**src/rtl/image_scaler_pkg.sv**
```systemverilog
// Shared encodings, FSM states and elaboration helpers for the 2x image scaler.
package image_scaler_pkg;

    typedef enum logic [1:0] {
        ALG_REPLICATE = 2'd0,
        ALG_DECIMATE  = 2'd1,
        ALG_AVERAGE   = 2'd2,
        ALG_RSVD      = 2'd3
    } alg_t;

    // ACC names the accumulate-and-decide step of averaging; that decision is
    // made on the last WT edge so the step never costs a cycle of its own.
    typedef enum logic [2:0] {
        ST_IDLE,
        ST_RD,
        ST_WT,
        ST_ACC,
        ST_WR,
        ST_FIN
    } state_t;

    localparam int RD_LAT_MIN = 1;
    localparam int RD_LAT_MAX = 3;

    function automatic int clog2(input int value);
        int result;
        result = 0;
        while ((1 << result) < value) begin
            result = result + 1;
        end
        return result;
    endfunction

    function automatic bit rd_lat_in_range(input int lat);
        return (lat >= RD_LAT_MIN) && (lat <= RD_LAT_MAX);
    endfunction

endpackage

```
**src/rtl/scaler_addr_gen.sv**
```systemverilog
// Frame walk counters and per-mode read/write address mapping for image_scaler.
// The read address is mapped from the counters' next values so the parent can
// register it on the same edge that steps the counters.
module scaler_addr_gen
    import image_scaler_pkg::*;
#(
    parameter int SRC_W = 160,
    parameter int SRC_H = 120,
    parameter int RA_W  = clog2(SRC_W * SRC_H),
    parameter int WA_W  = clog2(4 * SRC_W * SRC_H)
) (
    input  logic            clk,
    input  logic            rst_n,
    input  alg_t            mode,
    input  logic            clear,
    input  logic            sub_step,
    input  logic            pix_step,
    output logic            sub_last,
    output logic            frame_last,
    output logic [RA_W-1:0] rd_addr,
    output logic [WA_W-1:0] wr_addr
);

    localparam int XW = clog2(SRC_W);
    localparam int YW = clog2(SRC_H);
    localparam logic [XW-1:0] X_LAST_FULL = XW'(SRC_W - 1);
    localparam logic [XW-1:0] X_LAST_HALF = XW'(SRC_W / 2 - 1);
    localparam logic [YW-1:0] Y_LAST_FULL = YW'(SRC_H - 1);
    localparam logic [YW-1:0] Y_LAST_HALF = YW'(SRC_H / 2 - 1);

    logic [XW-1:0] x, x_next, x_last;
    logic [YW-1:0] y, y_next, y_last;
    logic          dx, dy, dx_next, dy_next;
    logic [31:0]   rd_full, wr_full;

    // Replicate walks every source pixel; the /2 modes walk the half-size output grid
    always_comb begin
        x_last = (mode == ALG_REPLICATE) ? X_LAST_FULL : X_LAST_HALF;
        y_last = (mode == ALG_REPLICATE) ? Y_LAST_FULL : Y_LAST_HALF;
    end

    assign sub_last   = dx & dy;
    assign frame_last = (x == x_last) && (y == y_last);

    // Sub index runs (0,0),(1,0),(0,1),(1,1); the pixel position holds at frame end
    always_comb begin
        x_next  = x;
        y_next  = y;
        dx_next = dx;
        dy_next = dy;
        if (clear) begin
            x_next  = '0;
            y_next  = '0;
            dx_next = 1'b0;
            dy_next = 1'b0;
        end else begin
            if (sub_step) begin
                dx_next = ~dx;
                if (dx) begin
                    dy_next = ~dy;
                end
            end
            if (pix_step && !frame_last) begin
                if (x == x_last) begin
                    x_next = '0;
                    y_next = y + YW'(1);
                end else begin
                    x_next = x + XW'(1);
                end
            end
        end
    end

    // Counter registers
    always_ff @(posedge clk) begin
        if (!rst_n) begin
            x  <= '0;
            y  <= '0;
            dx <= 1'b0;
            dy <= 1'b0;
        end else begin
            x  <= x_next;
            y  <= y_next;
            dx <= dx_next;
            dy <= dy_next;
        end
    end

    // Map counters to source and destination addresses for the running mode
    always_comb begin
        if (mode == ALG_REPLICATE) begin
            rd_full = 32'(y_next) * SRC_W + 32'(x_next);
            wr_full = (32'(y) * 2 + 32'(dy)) * (2 * SRC_W) + 32'(x) * 2 + 32'(dx);
        end else begin
            rd_full = (32'(y_next) * 2 + 32'(dy_next)) * SRC_W + 32'(x_next) * 2 + 32'(dx_next);
            wr_full = 32'(y) * (SRC_W / 2) + 32'(x);
        end
        rd_addr = RA_W'(rd_full);
        wr_addr = WA_W'(wr_full);
    end

endmodule

```
**src/rtl/image_scaler.sv**
```systemverilog
// 2x image scaling engine: replicate, decimate or 2x2-average one source frame
// from a synchronous-read RAM into a destination write port.
module image_scaler
    import image_scaler_pkg::*;
#(
    parameter int SRC_W  = 160,
    parameter int SRC_H  = 120,
    parameter int PIX_W  = 8,
    parameter int RD_LAT = 1,
    parameter int RA_W   = clog2(SRC_W * SRC_H),
    parameter int WA_W   = clog2(4 * SRC_W * SRC_H)
) (
    input  logic             CLK,
    input  logic             RESET,
    input  logic             START,
    input  logic [1:0]       ALGORITHM,
    input  logic [PIX_W-1:0] PIXEL_IN,
    output logic [RA_W-1:0]  R_ADDR,
    output logic [PIX_W-1:0] PIXEL_OUT,
    output logic [WA_W-1:0]  W_ADDR,
    output logic             W_EN,
    output logic             BUSY,
    output logic             done,
    output logic             ERROR
);

    if ((SRC_W % 2) != 0) begin : g_bad_src_w
        $error("image_scaler: SRC_W must be even");
    end
    if ((SRC_H % 2) != 0) begin : g_bad_src_h
        $error("image_scaler: SRC_H must be even");
    end
    if (!rd_lat_in_range(RD_LAT)) begin : g_bad_rd_lat
        $error("image_scaler: RD_LAT must be within 1..3");
    end

    state_t           state;
    alg_t             alg;
    logic [1:0]       wait_cnt;
    logic             wt_last;
    logic [PIX_W+1:0] acc, acc_rounded;
    logic [PIX_W-1:0] hold_pix;

    logic             ag_clear, ag_sub_step, ag_pix_step;
    logic             ag_sub_last, ag_frame_last;
    logic [RA_W-1:0]  ag_rd_addr;
    logic [WA_W-1:0]  ag_wr_addr;

    assign wt_last     = (wait_cnt == 2'(RD_LAT - 1));
    assign acc_rounded = acc + (PIX_W + 2)'(2);

    scaler_addr_gen #(
        .SRC_W (SRC_W),
        .SRC_H (SRC_H),
        .RA_W  (RA_W),
        .WA_W  (WA_W)
    ) u_addr_gen (
        .clk        (CLK),
        .rst_n      (RESET),
        .mode       (alg),
        .clear      (ag_clear),
        .sub_step   (ag_sub_step),
        .pix_step   (ag_pix_step),
        .sub_last   (ag_sub_last),
        .frame_last (ag_frame_last),
        .rd_addr    (ag_rd_addr),
        .wr_addr    (ag_wr_addr)
    );

    // Counter control: averaging steps its sub index per read, replicate per write
    always_comb begin
        ag_clear    = (state == ST_IDLE) && START;
        ag_sub_step = 1'b0;
        ag_pix_step = 1'b0;
        case (state)
            ST_WT: begin
                if (wt_last && (alg == ALG_AVERAGE)) begin
                    ag_sub_step = 1'b1;
                end
            end
            ST_WR: begin
                if (alg == ALG_REPLICATE) begin
                    ag_sub_step = 1'b1;
                    ag_pix_step = ag_sub_last;
                end else begin
                    ag_pix_step = 1'b1;
                end
            end
            default: begin
            end
        endcase
    end

    // Frame FSM with registered outputs; outputs reflect the state of the previous cycle
    always_ff @(posedge CLK) begin
        if (!RESET) begin
            state     <= ST_IDLE;
            alg       <= ALG_REPLICATE;
            wait_cnt  <= '0;
            acc       <= '0;
            hold_pix  <= '0;
            R_ADDR    <= '0;
            PIXEL_OUT <= '0;
            W_ADDR    <= '0;
            W_EN      <= 1'b0;
            BUSY      <= 1'b0;
            done      <= 1'b0;
            ERROR     <= 1'b0;
        end else begin
            W_EN  <= 1'b0;
            done  <= 1'b0;
            ERROR <= 1'b0;
            case (state)
                ST_IDLE: begin
                    if (START) begin
                        alg  <= alg_t'(ALGORITHM);
                        acc  <= '0;
                        BUSY <= 1'b1;
                        if (ALGORITHM == ALG_RSVD) begin
                            state <= ST_FIN;
                        end else begin
                            state  <= ST_RD;
                            R_ADDR <= ag_rd_addr;
                        end
                    end
                end
                ST_RD: begin
                    wait_cnt <= '0;
                    state    <= ST_WT;
                end
                ST_WT: begin
                    if (wt_last) begin
                        if (alg == ALG_AVERAGE) begin
                            acc <= acc + {2'b00, PIXEL_IN};
                            if (ag_sub_last) begin
                                state <= ST_WR;
                            end else begin
                                state  <= ST_RD;
                                R_ADDR <= ag_rd_addr;
                            end
                        end else begin
                            hold_pix <= PIXEL_IN;
                            state    <= ST_WR;
                        end
                    end else begin
                        wait_cnt <= wait_cnt + 2'd1;
                    end
                end
                ST_WR: begin
                    W_EN      <= 1'b1;
                    W_ADDR    <= ag_wr_addr;
                    PIXEL_OUT <= (alg == ALG_AVERAGE) ? acc_rounded[PIX_W+1:2] : hold_pix;
                    acc       <= '0;
                    if ((alg != ALG_REPLICATE) || ag_sub_last) begin
                        if (ag_frame_last) begin
                            state <= ST_FIN;
                        end else begin
                            state  <= ST_RD;
                            R_ADDR <= ag_rd_addr;
                        end
                    end
                end
                ST_FIN: begin
                    done  <= 1'b1;
                    ERROR <= (alg == ALG_RSVD);
                    BUSY  <= 1'b0;
                    state <= ST_IDLE;
                end
                default: begin
                    state <= ST_IDLE;
                end
            endcase
        end
    end

endmodule

```
**config.mk**
```make
export PLATFORM = sky130hd
export DESIGN_NAME = image_scaler
export DESIGN_NICKNAME = d
export VERILOG_FILES = /design/src/rtl/image_scaler_pkg.sv /design/src/rtl/scaler_addr_gen.sv /design/src/rtl/image_scaler.sv
export SDC_FILE = /design/constraint.sdc
export NUM_CORES = 1
export LEC_CHECK = 0
export CORE_ASPECT_RATIO = 1.5
export CORE_MARGIN = 3
export CORE_UTILIZATION = 40
export CTS_CLUSTER_SIZE = 12
export DETAILED_ROUTE_END_ITERATION = 6
export SLEW_MARGIN = 20
export SYNTH_ARGS = -nofsm -noshare
export SYNTH_HDL_FRONTEND = slang
export SYNTH_SLANG_ARGS = --single-unit
```
**constraint.sdc**
```tcl
create_clock -name CLK -period 5.95 [get_ports CLK]
set_clock_uncertainty 0.05 [all_clocks]
set_input_delay 0.8925 -clock CLK [delete_from_list [all_inputs] [get_ports CLK]]
set_output_delay 0.8925 -clock CLK [all_outputs]
set_load 0.02 [all_outputs]
```
==> impl_metrics.ini, run 1 <==
[logic_synthesis]
synth_top_area_share_pct = 28.1
yosys.area.top_type = dfxtp_1
ys_top_cells_by_area = dfxtp_1, ha_1, xnor2_1
netlist_instances = 761
ys_warn_count = 0
synth.distinct_cells = 65
synth.most_common_cell = nor2_1
syn_area_mm2 = 0.00613
synth-edff-count = 0
yosys-top-cells-count = nor2_1, dfxtp_1, nand2_1
avgSynthCellArea_um2 = 8.06
yosysSeqAreaShare_pct = 28.1
ys_ff_latch = 86
async_flop_share_pct = 0
synth-main-ff-cell = dfxtp_1
syn-num-nets = 832

[global_routing]
grt_use_total_pct = 19.4
grt_max_degree = 49
grt_pass1_vias = 5368
grt_overflow_total = 0
antenna_found_initial = 0
grt_pass1_wl_mm = 26.4

[sta]
fin_crit_ns = 5.20
relSlewSlack_pct = 35.1
hold_viol_final = 0
tns_ns = 0
fmax_ghz = 0.192
rsz0062_at_grt = no
worst_slew_pin_slew_ns = 0.971
final_max_slew_viol_count = 0
timing.hold.ws_ns = 0.408
setup_viol = 0
setup_slack_ns = 0.755
period_share_pct = 87.3

[cells_and_area]
n_antenna_cell = 0
final_area_mm2 = 0.00711
stdcell_count = 997
syn_to_final_growth_pct = 15.9
n_fill_cell = 1463
drive_above_1_share_pct = 5.87
finish.net_count = 867

[die]
rows = 54
die-area_mm2 = 0.0169
ioPinCount = 57
initial_core_util_pct = 41.4
die_w_um = 107
core_area_mm2 = 0.0148
die_h_um = 158

[setup_path]
cp-end-kind = flip-flop
cp.arrival_ns = 5.40
worstPathRequired_ns = 6.15
slowest_stage = fa_1
startpoint_type = flip-flop
crit_fanout = 19
slowest_delay_ns = 0.50
worst_path_most_repeated_cell = ha_1
crit_chain = or2_2 > mux2i_1 > nand2_1 > nor3_2 > nand4_1 > xor2_1 > nor2_1 > ha_1 > ha_1 > inv_1 > fa_1 > xnor2_1 > nand2b_1 > nor3b_1 > nand3_1 > a21oi_1 > a2111oi_0 > o32ai_1
crit_type = flip-flop to flip-flop

[drt]
num_vias = 5369
ant_nets = 0
drt_iter0_markers = 226
drt-wirelength-per-cell_um = 16.1
drc_errors = 0
finalWirelength_mm = 16.1
avgViaCountPerCell = 5.39
drt-pass1-iter-count = 4

[placed_design]
pre_cts_slack_ns = 0.572
dpl.cell_count = 981
hpwl_mm = 12.5
port_buffers = 56
placed_cell_area_mm2 = 0.00683
gp_congestion = 0.885

[clocking]
path_clk_slew_ns = 0.07
h-tree-depth = 3
clock_latency_ns = 0.34
cts.root.buffer_cell = clkbuf_16
clockBufferDepth = 2
ctsHoldBuffers = 0
numCtsBuffers = 9
cts_setup_buffers = 0
cts_sinks = 86
cts_tree = yes

[power]
total_leakage_power_nw = 2.79
peakVddDrop_mv = 0.148
power_density_mw_per_mm2 = 291

[outcome]
status = complete, no violations

[min_path]
hold_class = flip-flop to flip-flop

[job]
drv_cap = 0
## power breakdown
part	leakage, nW	switching, W	internal [W]	total [W]
registers	0.697	0.0000926	0.000667	0.000760
clock network	0.129	0.000243	0.000297	0.000539
logic	1.97	0.000460	0.000310	0.000771
total	2.79	0.000796	0.00127	0.00207
## area by class of cell
cell class / instances / area, um2 / share of cell area [%]
Inverter: 40 / 150 / 2.11
Clock inverter: 4 / 32.5 / 0.458
Sequential cell: 86 / 1720 / 24.2
Tap cell: 196 / 245 / 3.45
Clock buffer: 12 / 246 / 3.47
Multi-Input combinational cell: 596 / 4100 / 57.7
Timing Repair Buffer: 63 / 613 / 8.63
## stage by stage
stage	total power, W	util, %
after floorplan	0.00129	-
after global placement	0.00154	46.1
after detailed placement	0.00155	46.1
after CTS	0.00209	48.0
after global routing	0.00219	48.0
final	0.00207	48.0
## placed cells by master, fill, tap and decap left out, drive strengths merged, types with 10 or more instances in the layout
| cell | n |
|---|---|
| nand3 | 14 |
| dfxtp | 86 |
| clkdlybuf4s50 | 56 |
| o211ai | 11 |
| a211oi | 12 |
| a22oi | 11 |
| a311oi | 10 |
| clkbuf | 12 |
| xnor2 | 47 |
| nand2 | 66 |
| a21oi | 53 |
| o21ai | 25 |
| xor2 | 22 |
| nor3 | 23 |
| inv | 40 |
| mux2i | 18 |
| nand2b | 15 |
| nor2 | 108 |
| a21o | 14 |
| ha | 49 |
## kinds of logic after synthesis
kind of cell | share of synthesized area, %
AOI/OAI and AO/OA | 18.3
xor gates and xnor gates | 9.85
adders and majority gates | 12.9
buffers and inverters | 5.24
DFF | 28.1
muxes | 3.31
and+or+nand+nor | 22.3
## path summary, 6_finish.rpt
kind / from / to / slack (ns) / depth (start not counted)
worst min register to register: W_ADDR[12] / W_ADDR[12] / 0.41 / 2
worst min-delay path: W_ADDR[12] / W_ADDR[12] / 0.41 / 2
worst max register to register: alg[0] / R_ADDR[14] / 0.75 / 18
worst max-delay path: alg[0] / R_ADDR[14] / 0.75 / 18
## per-layer routing
layer	up-vias	track usage, %	share of wire [%]
li1	2727	-	-
met3	19	2.45	2.4
met2	73	39.1	57
met4	0	6.52	1.9
met5	-	0	0
met1	2550	20.1	39
## worst max-delay path: cells and delay by family, from the launching register on
kind	cells	cell delay [ns]
AOI/OAI and AO/OA	3	0.54
xor gates and xnor gates	2	0.57
adders and majority gates	3	1.06
buffers and inverters	1	0.07
DFF	1	0.46
muxes	1	0.33
and+or+nand+nor	8	2.02
## flip-flops by register name, summed over array words and instances, names as in the netlist
name           count
done               1
u_addr_gen.dx      1
hold_pix           8
u_addr_gen.y       7
R_ADDR            15
u_addr_gen.x       8
u_addr_gen.dy      1
acc               10
BUSY               1
W_EN               1
wait_cnt           2
ERROR              1
W_ADDR            17
state              3
alg                2
PIXEL_OUT          8
## repair_timing
action | in CTS | in global routing
endpoints found under the setup margin | 0 | 2
resized for setup | 0 | 1
hold endpoints to repair | 0 | 0
Power figures use the tool's default switching activity.
==> run 2: changes to the inputs <==
Settings changed: CAP_MARGIN set to 20.
==> results of run 2 <==
No change in the layout: final DEF, timing and power equal those of run 1.
